===== config.mk =====
export PLATFORM = sky130hd
export DESIGN_NAME = mem_port_arbiter
export DESIGN_NICKNAME = d
export VERILOG_FILES = /design/src/rtl/mem_arb_pkg.sv /design/src/rtl/arb_latency_counter.sv /design/src/rtl/mem_port_arbiter.sv
export SDC_FILE = /design/constraint.sdc
export NUM_CORES = 1
export LEC_CHECK = 0
export CORE_MARGIN = 2
export CORE_UTILIZATION = 41
export DETAILED_ROUTE_END_ITERATION = 10
export PLACE_DENSITY = 0.9
export RECOVER_POWER = 25
export REMOVE_ABC_BUFFERS = 1
export SLEW_MARGIN = 5
export SYNTH_ARGS = -nofsm -noshare
export SYNTH_HDL_FRONTEND = slang
export SYNTH_SLANG_ARGS = --single-unit

===== constraint.sdc =====
create_clock -name clk -period 6.13 [get_ports clk]
set_input_delay 1.839 -clock clk [delete_from_list [all_inputs] [get_ports clk]]
set_output_delay 1.839 -clock clk [all_outputs]
set_load 0.02 [all_outputs]

===== src/rtl/mem_arb_pkg.sv =====
// Shared types for the IF/MEM memory port arbiter: FSM states, owner encoding
// and the latency counter width.
package mem_arb_pkg;

  localparam int unsigned CNT_W = 4;

  typedef enum logic [1:0] {
    IDLE   = 2'd0,
    ACCESS = 2'd1,
    WAIT   = 2'd2,
    RESP   = 2'd3
  } arb_state_e;

  typedef enum logic {
    OWN_IF  = 1'b0,
    OWN_MEM = 1'b1
  } arb_owner_e;

endpackage


===== src/rtl/arb_latency_counter.sv =====
// Down-counter that times the RAM access: loads LATENCY-1 on the strobe,
// then decrements to zero and holds there.
module arb_latency_counter
  import mem_arb_pkg::*;
(
  input  logic             clk,
  input  logic             reset,
  input  logic             load_i,
  input  logic [CNT_W-1:0] load_val_i,
  input  logic             dec_i,
  output logic             zero_o
);

  logic [CNT_W-1:0] cnt_q;
  logic [CNT_W-1:0] cnt_d;

  always_comb begin
    cnt_d = cnt_q;
    if (load_i) begin
      cnt_d = load_val_i;
    end else if (dec_i && (cnt_q != '0)) begin
      cnt_d = cnt_q - CNT_W'(1);
    end
  end

  always_ff @(posedge clk or posedge reset) begin
    if (reset) begin
      cnt_q <= '0;
    end else begin
      cnt_q <= cnt_d;
    end
  end

  assign zero_o = (cnt_q == '0);

endmodule


===== src/rtl/mem_port_arbiter.sv =====
// Single-port memory arbiter between instruction fetch and load/store.
// Define MEM_ARB_FAIR_EN to let a starved fetch win after STARVE_MAX lost arbitrations.
module mem_port_arbiter
  import mem_arb_pkg::*;
#(
  parameter int unsigned ADDR_W     = 32,
  parameter int unsigned DATA_W     = 32,
  parameter int unsigned LATENCY    = 1,
  parameter int unsigned STARVE_MAX = 4
) (
  input  logic              clk,
  input  logic              reset,
  input  logic              if_req_i,
  input  logic [ADDR_W-1:0] if_addr_i,
  output logic [DATA_W-1:0] if_rdata_o,
  output logic              if_ready_o,
  output logic              if_stall_o,
  input  logic              mem_req_i,
  input  logic              mem_we_i,
  input  logic [ADDR_W-1:0] mem_addr_i,
  input  logic [DATA_W-1:0] mem_wdata_i,
  output logic [DATA_W-1:0] mem_rdata_o,
  output logic              mem_ready_o,
  output logic              mem_stall_o,
  output logic              ram_en_o,
  output logic              ram_we_o,
  output logic [ADDR_W-1:0] ram_addr_o,
  output logic [DATA_W-1:0] ram_wdata_o,
  input  logic [DATA_W-1:0] ram_rdata_i
);

  localparam logic [CNT_W-1:0] LAT_LOAD = CNT_W'(LATENCY - 1);

  arb_state_e        state_q, state_d;
  arb_owner_e        owner_q, owner_d;
  logic              we_q, we_d;
  logic [ADDR_W-1:0] addr_q, addr_d;
  logic [DATA_W-1:0] wdata_q, wdata_d;
  logic [DATA_W-1:0] if_rdata_q, if_rdata_d;
  logic [DATA_W-1:0] mem_rdata_q, mem_rdata_d;
  logic              cnt_load, cnt_dec, cnt_zero;
  logic              grant_if;

`ifdef MEM_ARB_FAIR_EN
  localparam bit         FAIR_EN    = 1'b1;
  localparam logic [2:0] STARVE_LIM = 3'(STARVE_MAX);

  logic [2:0] starve_q, starve_d;

  // A fetch that has lost STARVE_LIM arbitrations in a row overrides MEM once.
  always_comb begin
    starve_d = starve_q;
    grant_if = if_req_i & (~mem_req_i | (starve_q >= STARVE_LIM));
    if ((state_q == IDLE) && (if_req_i | mem_req_i)) begin
      if (grant_if) begin
        starve_d = '0;
      end else if (if_req_i) begin
        starve_d = starve_q + 3'd1;
      end
    end
  end

  always_ff @(posedge clk or posedge reset) begin
    if (reset) begin
      starve_q <= '0;
    end else begin
      starve_q <= starve_d;
    end
  end
`else
  localparam bit FAIR_EN = 1'b0;

  always_comb begin
    grant_if = if_req_i & ~mem_req_i;
  end
`endif

  if ((LATENCY < 1) || (LATENCY > 15) ||
      (FAIR_EN && ((STARVE_MAX < 1) || (STARVE_MAX > 7)))) begin : g_param_check
    $error("mem_port_arbiter: LATENCY must be 1..15 and STARVE_MAX 1..7");
  end

  arb_latency_counter u_lat_cnt (
    .clk        (clk),
    .reset      (reset),
    .load_i     (cnt_load),
    .load_val_i (LAT_LOAD),
    .dec_i      (cnt_dec),
    .zero_o     (cnt_zero)
  );

  always_comb begin
    state_d     = state_q;
    owner_d     = owner_q;
    we_d        = we_q;
    addr_d      = addr_q;
    wdata_d     = wdata_q;
    if_rdata_d  = if_rdata_q;
    mem_rdata_d = mem_rdata_q;
    cnt_load    = 1'b0;
    cnt_dec     = 1'b0;

    unique case (state_q)
      IDLE: begin
        if (if_req_i | mem_req_i) begin
          state_d = ACCESS;
          if (grant_if) begin
            owner_d = OWN_IF;
            we_d    = 1'b0;
            addr_d  = if_addr_i;
            wdata_d = '0;
          end else begin
            owner_d = OWN_MEM;
            we_d    = mem_we_i;
            addr_d  = mem_addr_i;
            wdata_d = mem_wdata_i;
          end
        end
      end
      ACCESS: begin
        cnt_load = 1'b1;
        state_d  = WAIT;
      end
      WAIT: begin
        if (cnt_zero) begin
          state_d = RESP;
          // Stores leave the load-data register untouched.
          if (owner_q == OWN_IF) begin
            if_rdata_d = ram_rdata_i;
          end else if (!we_q) begin
            mem_rdata_d = ram_rdata_i;
          end
        end else begin
          cnt_dec = 1'b1;
        end
      end
      RESP: begin
        state_d = IDLE;
      end
      default: begin
        state_d = IDLE;
      end
    endcase
  end

  always_ff @(posedge clk or posedge reset) begin
    if (reset) begin
      state_q     <= IDLE;
      owner_q     <= OWN_IF;
      we_q        <= 1'b0;
      addr_q      <= '0;
      wdata_q     <= '0;
      if_rdata_q  <= '0;
      mem_rdata_q <= '0;
    end else begin
      state_q     <= state_d;
      owner_q     <= owner_d;
      we_q        <= we_d;
      addr_q      <= addr_d;
      wdata_q     <= wdata_d;
      if_rdata_q  <= if_rdata_d;
      mem_rdata_q <= mem_rdata_d;
    end
  end

  assign ram_en_o    = (state_q == ACCESS);
  assign ram_we_o    = ram_en_o & we_q;
  assign ram_addr_o  = addr_q;
  assign ram_wdata_o = wdata_q;

  assign if_ready_o  = (state_q == RESP) && (owner_q == OWN_IF);
  assign mem_ready_o = (state_q == RESP) && (owner_q == OWN_MEM);
  assign if_rdata_o  = if_rdata_q;
  assign mem_rdata_o = mem_rdata_q;
  assign if_stall_o  = if_req_i & ~if_ready_o;
  assign mem_stall_o = mem_req_i & ~mem_ready_o;

endmodule


# Word level (Yosys, flattened, before mapping)
# Cells that the tools add are included.
# classes
n_addsub	1
n_mul	0
div_mod_pow	0
magnitude_cmp	0
n_eq_ne	5
shifts	0
muxes	12
n_bitwise	10
n_reduce_logical	11
# ops
operator	n
2-to-1 mux 32 bit	2
2-to-1 mux 4 bit	2
one-hot mux 2 bit (4 select lines)	1
2-to-1 mux 1 bit	5
NOT 1 bit	5
AND 1 bit	4
== test 2 bit, second input constant	2
logical NOT 4 bit	1
2-to-1 mux 2 bit	2
inequality test 2 bit, second input constant	2
AND reduction 2 bit	2
AND reduction 4 bit	1
nonzero test 4 bit	1
subtractor 4 x 1 -> 4 bit, second input constant	1
logical AND 1 bit	3
AND reduction 3 bit	1
== test 2 x 1 -> 1 bit, second input constant	1
logical NOT 2 bit	1
nonzero test 2 bit	1
OR 1 bit	1
# totals
reg_bits	136
latchBits	0
ramBits	0
mem_bits_ro	0
inputBits	133
out_inout_bits	134
word_cells	47
n_memories	0

# Depth between registers and ports, before layout
# Gate-level depths: netlist of the first run.
# logic_depth
depth_word	6
depth_mapped	8
ltp_nobuf	5

# Cells and area by module
# Synthesis of the first run repeated with hierarchy kept, for this count alone.
# unflattened
cells_unflattened	408
hier_area_um2	5471.5
# modules_own_cells
module	n_inst	cells_each	area_each_um2	seq_area_each_um2
mem_port_arbiter	1	380	5210.0	3303.2
arb_latency_counter	1	28	261.5	100.1

# Least setup slack after synthesis of the first run
# Ideal clock, no wire load.
# synth_timing
path_kind	input-to-output
startpoint	input port mem_req_i
endpoint	output port mem_stall_o
t_arrival_ns	2.655
required_ns	4.291
setup_slack_ns	1.636
cell_stages	3
n_path_buf	2
cell_sequence	buf_2 clkbuf_1 nor2b_1
# synth_via
elab_chain_len	1
# synth_lines
element	line	source
start: declaration	mem_port_arbiter.sv:18	input logic mem_req_i,
AND 1 bit	mem_port_arbiter.sv:176	assign mem_stall_o = mem_req_i & ~mem_ready_o;
end: declaration	mem_port_arbiter.sv:24	output logic mem_stall_o,
# Every way passes these cells.

# Worst setup path after layout of the first run
# Ends and elaborated chain as after synthesis.

==> summary.md, run 1 <==
| Metric | Value |
|---|---|
| Clock Power Share | `between 20% and 30%` |
| Reg-to-Reg Start | `state_q[0]` |
| VDD IR-drop max | `0.368 mV` |
| Syn avg cell area | `14.2 µm²` |
| Internal | `3.06 mW` |
| Die area | `between 0.01 and 0.015 mm²` |
| WP buf/inv | `2` |
| Ant diodes | `0` |
| Sequential share of the synthesized area | `59.3%` |
| Number of flops mapped to enable cells by yosys | `0` |
| Cell Rows | `43` |
| Die Span Y | `122 µm` |
| WHS Path Cells | `2` |
| RSZ-0062 raised after global routing | `false` |
| CP Max Fanout | `2` |
| Most used cell, CP | `clkdlybuf4s50_1` |
| Fin crit share | `82.1%` |
| NumNets Final | `between 800 and 900` |
| Clock Skews | `0.00886 ns` |
| Worst endpoint required time | `4.29 ns` |
| Hold_ws | `about 0.48 ns` |
| Max-capacitance violation count | `3` |
| Worst r2r path cells | `6` |
| Fin util | `about two thirds` |
| Largest net degree at the start of global routing | `103` |
| Hold path start | `ram_addr_o[22]` |
| Commonest non-fill, non-tap cells in the layout | `clkdlybuf4s50_1 (265), dfrtp_1 (136), nand2_1 (35)` |
| WS Path Type | `input port to output pin` |
| Combinational power share | `47.6%` |
| Post-Route WL | `about 16000 µm` |
| PortBufs | `266` |
| Die W | `122 µm` |
| Failing checks | `max-capacitance violations, max-slew violations` |
| Leakage | `3.72 nW` |
| Area after DPL | `roughly 0.0085 mm²` |
| CTS root buffer | `clkbuf_16` |
| Maximum root-to-sink buffer count | `2` |
| Most used DFF post-synth | `dfrtp_1` |
| Post-DP HPWL | `about 12000 µm` |
| Critical path depth | `3` |
| Crit path time final | `slightly above 5 ns` |
| Worst-margin pin slew | `between 2 and 2.5 ns` |
| Drt first pass iters | `4` |
| Cts hold-fix bufs | `0` |
| GRT overflow | `0` |
| Gr usage total | `22.1%` |
| Top cells by area, synth | `dfrtp_1 (59%), mux2_4 (8.6%), mux2_2 (6.3%)` |
| Hold Fails Final Rpt | `0` |
| Htree depth | `4` |
| Layout cells sized above 1 | `11.2%` |
| Drt via density | `between 5 and 6` |
| Sw Pwr | `1.81 mW` |
| Worst setup SP type | `input port` |
| Via Count | `4388` |
| Power Density | `547 mW/mm²` |
| First-pass GRT wire length | `25000 µm` |
| Worst setup path start | `mem_req_i` |
| Mapped Cells | `just over 400` |
| #FFs+latches synth | `136` |
| Fmax | `0.199 GHz` |
| Yosys top cell by area | `dfrtp_1` |
| Clock-pin slew on the worst setup and hold paths | `0.05 ns` |
| HP Class | `flop to flop` |
| Crit path capture type | `output pin` |
| DP Worst Slack | `1.07 ns` |
| Cell Chain, Critical Path | `clkdlybuf4s50_1 -> nor2b_1 -> clkdlybuf4s50_1` |
| DRC viols | `0` |
| Total CTS buffers | `17` |
| Final Wtd Congestion | `0.813` |
| Status | `finished, violations left` |
| Synthesized area | `0.00574 mm²` |
| Vias in the first global route | `4590` |
| CTS Sinks | `136` |
| Post-route insts no fill | `858` |
| Setup WS post-layout | `about 1.1 ns` |
| Slew margin rel. | `-45.8%` |
| DP Cell Count | `826` |
| Post-cts repair resize count | `0` |
| Synth warn | `0` |
| Sequential share of power | `32.1%` |
| Initial antenna violation count | `0` |
| Core ar. | `0.0138 mm²` |
| Delay-heaviest family, CP | `buffers and inverters` |
| Io pins | `267` |
| Post-CTS setup buffer count | `0` |
| Setup TNS Final | `0 ns` |
| Yosys cell types | `32` |
| Initial detailed-routing violation count | `220` |
| Final Max Slew Viols | `169` |
| WP data arrival | `3.19 ns` |
| Most common library cell in the layout ignoring fill and taps | `clkdlybuf4s50_1` |
| Initial Util | `approximately two fifths` |
| Final instance area | `between 0.008 and 0.009 mm²` |
| Worst path max stage delay | `0.61 ns` |
| Critical path's slowest cell | `clkdlybuf4s50_1` |
| Final ANT Viol Nets | `0` |
| TritonCTS clock tree | `built` |
| FFs w/ async S/R, synth | `100%` |
| Switching part of the total | `between 30 and 40%` |
| Total power | `4.87 mW` |
| DR WL/cell | `19.2 µm` |
| Setup-failing EPs final | `0` |
| Synth-to-Final Area Change | `55.2%` |
| Area share of the largest cell type after synthesis | `59.3%` |
| Clock latency on the worst-skew pair | `0.41 ns` |
==> kinds of logic (layout without fill, tap and decap cells) <==
logic type / after synthesis / count (layout) / share of synthesized area (%)
simple gates: 55 / 55 / 4.93
fa+ha+maj: 7 / 7 / 1.53
flops: 136 / 136 / 59.3
buf+inv: 35 / 309 / 4.08
compound gates: 73 / 73 / 9.52
mux: 98 / 98 / 20.7
==> registers in the layout, summed over array words and instances (netlist names) <==
| register | cells |
|---|---|
| if_rdata_o | 32 |
| we_q | 1 |
| ram_wdata_o | 32 |
| mem_rdata_o | 32 |
| u_lat_cnt.cnt_q | 4 |
| state_q | 2 |
| owner_q | 1 |
| ram_addr_o | 32 |
==> area by class of cell <==
type / instances / area, µm²
Clock inverter: 14 / 139
Sequential cell: 136 / 3400
Inverter: 6 / 26.3
Clock buffer: 18 / 439
Multi-Input combinational cell: 233 / 1980
Timing Repair Buffer: 271 / 2700
Fill cell: 1055 / 4870
Tap cell: 180 / 225
==> worst register-to-register path, stage by stage (launching register included) <==
cell and delay [ns]:
dfrtp_1 0.41, inv_1 0.12, ha_1 0.33, and4bb_4 0.27, nor2b_1 0.15, clkbuf_1 1.37
mux2_1 0.46
==> Yosys cell counts, types with 2 or more instances <==
cell type,instances
clkbuf_8,3
buf_4,3
buf_2,4
clkbuf_1,15
nor2_1,4
nand2_1,35
ha_1,7
mux2_4,33
mux2_2,32
nand3_1,2
nor2b_1,4
mux2i_1,33
o21ai_0,34
inv_1,6
dfrtp_1,136
and2_1,2
buf_12,3
a21oi_1,2
a32o_1,33
==> power by group through the flow <==
stage | clock, mW | combinational, mW | sequential, mW
3_5_place_dp | 0 | 2.46 | 1.58
3_3_place_gp | 0 | 2.40 | 1.55
4_1_cts | 1.01 | 2.47 | 1.57
5_1_grt | 1.05 | 2.45 | 1.61
2_1_floorplan | 0 | 0.797 | 2.05
6_report | 0.990 | 2.32 | 1.56
==> routing by layer <==
metal,routed length (µm),up-vias,global-route usage (%)
met2,9010,121,38.3
met4,367,0,7.54
met1,6350,2257,26.7
met3,731,28,5.76
li1,-,1982,-
met5,0,-,0
==> final timing paths <==
check	end	slack (ns)
worst max-delay path	mem_stall_o	1.10
worst min-delay path	ram_addr_o[22]	0.48
worst max register to register	if_rdata_o[9]	2.89
worst min register to register	ram_addr_o[22]	0.48
max in group asynchronous	ram_wdata_o[6]	2.19
min in group asynchronous	mem_rdata_o[2]	2.58
Power figures use the tool's default switching activity.
==> run 2: changes to the inputs <==
==> constraint.sdc (replaced) <==
create_clock -name clk -period 5.1 [get_ports clk]
set_input_delay 1.53 -clock clk [delete_from_list [all_inputs] [get_ports clk]]
set_output_delay 1.53 -clock clk [all_outputs]
set_load 0.02 [all_outputs]
==> run 2 against run 1 <==
  * Clock skew is 0.0027 ns higher
  * Largest power group unchanged
  * Combinational power grew 22%
  * Via count is 0.75% higher
  * Worst hold slack about the same
  * Critical path type unchanged
  * Setup slack lost 0.45 ns
  * Clock power up 36%
  * Total power rose by 25%
  * Final area is 1.1% higher
  * Wire length increased by 1.9%
  * The flow still finishes with violations (max-capacitance violations, max-slew violations)
  * Cell count is 0.23% higher
  * Count of clock-buffer cells in the layout grew 1
==> summary.md, run 2 (synthesized netlist as in run 1, its figures left out) <==
| Metric | Value |
|---|---|
| Critical path depth | `3` |
| Initial antenna violation count | `0` |
| Delay-heaviest family, CP | `buffers and inverters` |
| Filler cell count | `1040` |
| WS Path Type | `input port to output pin` |
| WP data arrival | `between 2 and 3 ns` |
| Clock-pin slew on the worst setup and hold paths | `0.06 ns` |
| Die Span Y | `about 120 µm` |
| GRT overflow | `0` |
| Final ANT Viol Nets | `0` |
| Maximum root-to-sink buffer count | `2` |
| Synth-to-Final Area Change | `56.9%` |
| Initial Util | `41.7%` |
| Switching part of the total | `36.1%` |
| Layout cells sized above 1 | `12.1%` |
| HP Class | `flop to flop` |
| Commonest non-fill, non-tap cells in the layout | `clkdlybuf4s50_1 (265), dfrtp_1 (136), mux2_2 (35), nand2_1 (35), o21ai_0 (34)` |
| CTS Sinks | `136` |
| DRC viols | `0` |
| Most common library cell in the layout ignoring fill and taps | `clkdlybuf4s50_1` |
| PortBufs | `between 200 and 300` |
| Setup TNS Final | `0 ns` |
| Sw Pwr | `between 2 and 2.5 mW` |
| Multi-input logic area | `slightly below 0.002 mm²` |
| Clock Skews | `0.0116 ns` |
| Most used cell, CP | `clkdlybuf4s50_1` |
| WHS Path Cells | `2` |
| Status | `finished, violations left` |
| Gr usage total | `22.3%` |
| TritonCTS clock tree | `built` |
| Post-DP HPWL | `12200 µm` |
| Drt via density | `5.14` |
| First-pass GRT wire length | `25000 µm` |
| Cell Chain, Critical Path | `clkdlybuf4s50_1 -> nor2b_1 -> clkdlybuf4s50_1` |
| Post-route insts no fill | `between 800 and 900` |
| Combinational power share | `46.6%` |
| CP Max Fanout | `4` |
| Final Wtd Congestion | `0.815` |
| Fmax | `between 0.2 and 0.25 GHz` |
| DR WL/cell | `19.5 µm` |
| Cell Rows | `43` |
| Slew margin rel. | `-60.3%` |
| Core ar. | `0.0138 mm²` |
| Leakage | `3.77 nW` |
| Worst path max stage delay | `0.63 ns` |
| Clock latency on the worst-skew pair | `approximately 0.42 ns` |
| Htree depth | `4` |
| Via Count | `around 4400` |
| Failing checks | `max-capacitance violations, max-slew violations` |
| Setup-failing EPs final | `0` |
| Vias in the first global route | `4776` |
| Internal | `roughly 3.9 mW` |
| Max-capacitance violation count | `3` |
| VDD IR-drop max | `0.455 mV` |
| Crit path time final | `4.45 ns` |
| Cts hold-fix bufs | `0` |
| CTS root buffer | `clkbuf_16` |
| Power Density | `674 mW/mm²` |
| Total power | `roughly 6.1 mW` |
| Io pins | `approximately 270` |
| Fin util | `65.4%` |
| Total CTS buffers | `17` |
| Worst r2r path cells | `6` |
| Hold Fails Final Rpt | `0` |
| Sequential share of power | `slightly above 30%` |
| Critical path's slowest cell | `clkdlybuf4s50_1` |
| NumNets Final | `807` |
| RSZ-0062 raised after global routing | `false` |
| Post-cts repair resize count | `0` |
| Drt first pass iters | `5` |
| WP buf/inv | `2` |
| DP Cell Count | `approximately 830` |
| Final Max Slew Viols | `around 170` |
| Initial detailed-routing violation count | `189` |
| Fin crit share | `87.2%` |
| Die W | `roughly 120 µm` |
| FF-to-FF setup slack | `1.60 ns` |
| Clock Power Share | `22.3%` |
| Seq. cell area | `0.00340 mm²` |
| Die area | `0.0150 mm²` |
| Ant diodes | `0` |
| Worst setup SP type | `input port` |
| Worst-margin pin slew | `2.40 ns` |
| Crit path capture type | `output pin` |
| Post-Route WL | `~17000 µm` |
| Worst endpoint required time | `3.57 ns` |
| Post-CTS setup buffer count | `0` |
| Largest net degree at the start of global routing | `115` |
[run 2: final cells by class]
type | instances | area share, %
inverter | 6 | 0.292
clock inverter | 13 | 2.44
clock buffer | 19 | 4.81
tap | 180 | 2.50
sequential | 136 | 37.8
timing repair buffer | 273 | 30.1
multi-input combinational | 233 | 22.1
[run 2: worst reg2reg max path: cells and delay by family (launching register included)]
| kind | cells | cell delay, ns |
|---|---|---|
| simple gates | 2 | 0.90 |
| mux | 1 | 0.44 |
| flops | 1 | 0.41 |
| fa+ha+maj | 1 | 0.32 |
| buf+inv | 2 | 1.31 |
[run 2: final timing paths]
check                               start              to
setup reg to reg               state_q[0]  if_rdata_o[29]
min in group asynchronous           reset  mem_rdata_o[4]
hold reg to reg            ram_addr_o[15]  ram_addr_o[15]
hold / removal             ram_addr_o[15]  ram_addr_o[15]
setup / recovery                 if_req_i      if_stall_o
max in group asynchronous           reset  ram_wdata_o[0]
[run 2: power by group through the flow]
stage	registers, mW	logic, mW	clock network, mW
final	1.89	2.83	1.35
after global routing	1.94	2.97	1.42
after CTS	1.90	2.99	1.39
after detailed placement	1.91	2.97	0
after global placement	1.86	2.89	0
after floorplan	2.47	0.958	0
[run 2: metal layers]
layer / global-route usage (%) / routed length [µm]
met1: 24.8 / 6340
met2: 39.7 / 9140
met3: 5.16 / 736
met4: 11.6 / 535
met5: 0 / 0
[run 2: metrics by stage]
| stage | hold WS (ns) | setup WS [ns] | instance area (µm²) |
|---|---|---|---|
| 6_report | 0.480 | 0.653 | 9010 |
| 5_1_grt | 0.500 | 0.595 | 9010 |
| 4_1_cts | 0.483 | 0.644 | 9140 |
| 3_5_place_dp | 0.469 | 0.649 | 8490 |
| 3_3_place_gp | 0.462 | 0.650 | 8490 |
| 2_1_floorplan | 0.480 | -0.0695 | 5530 |
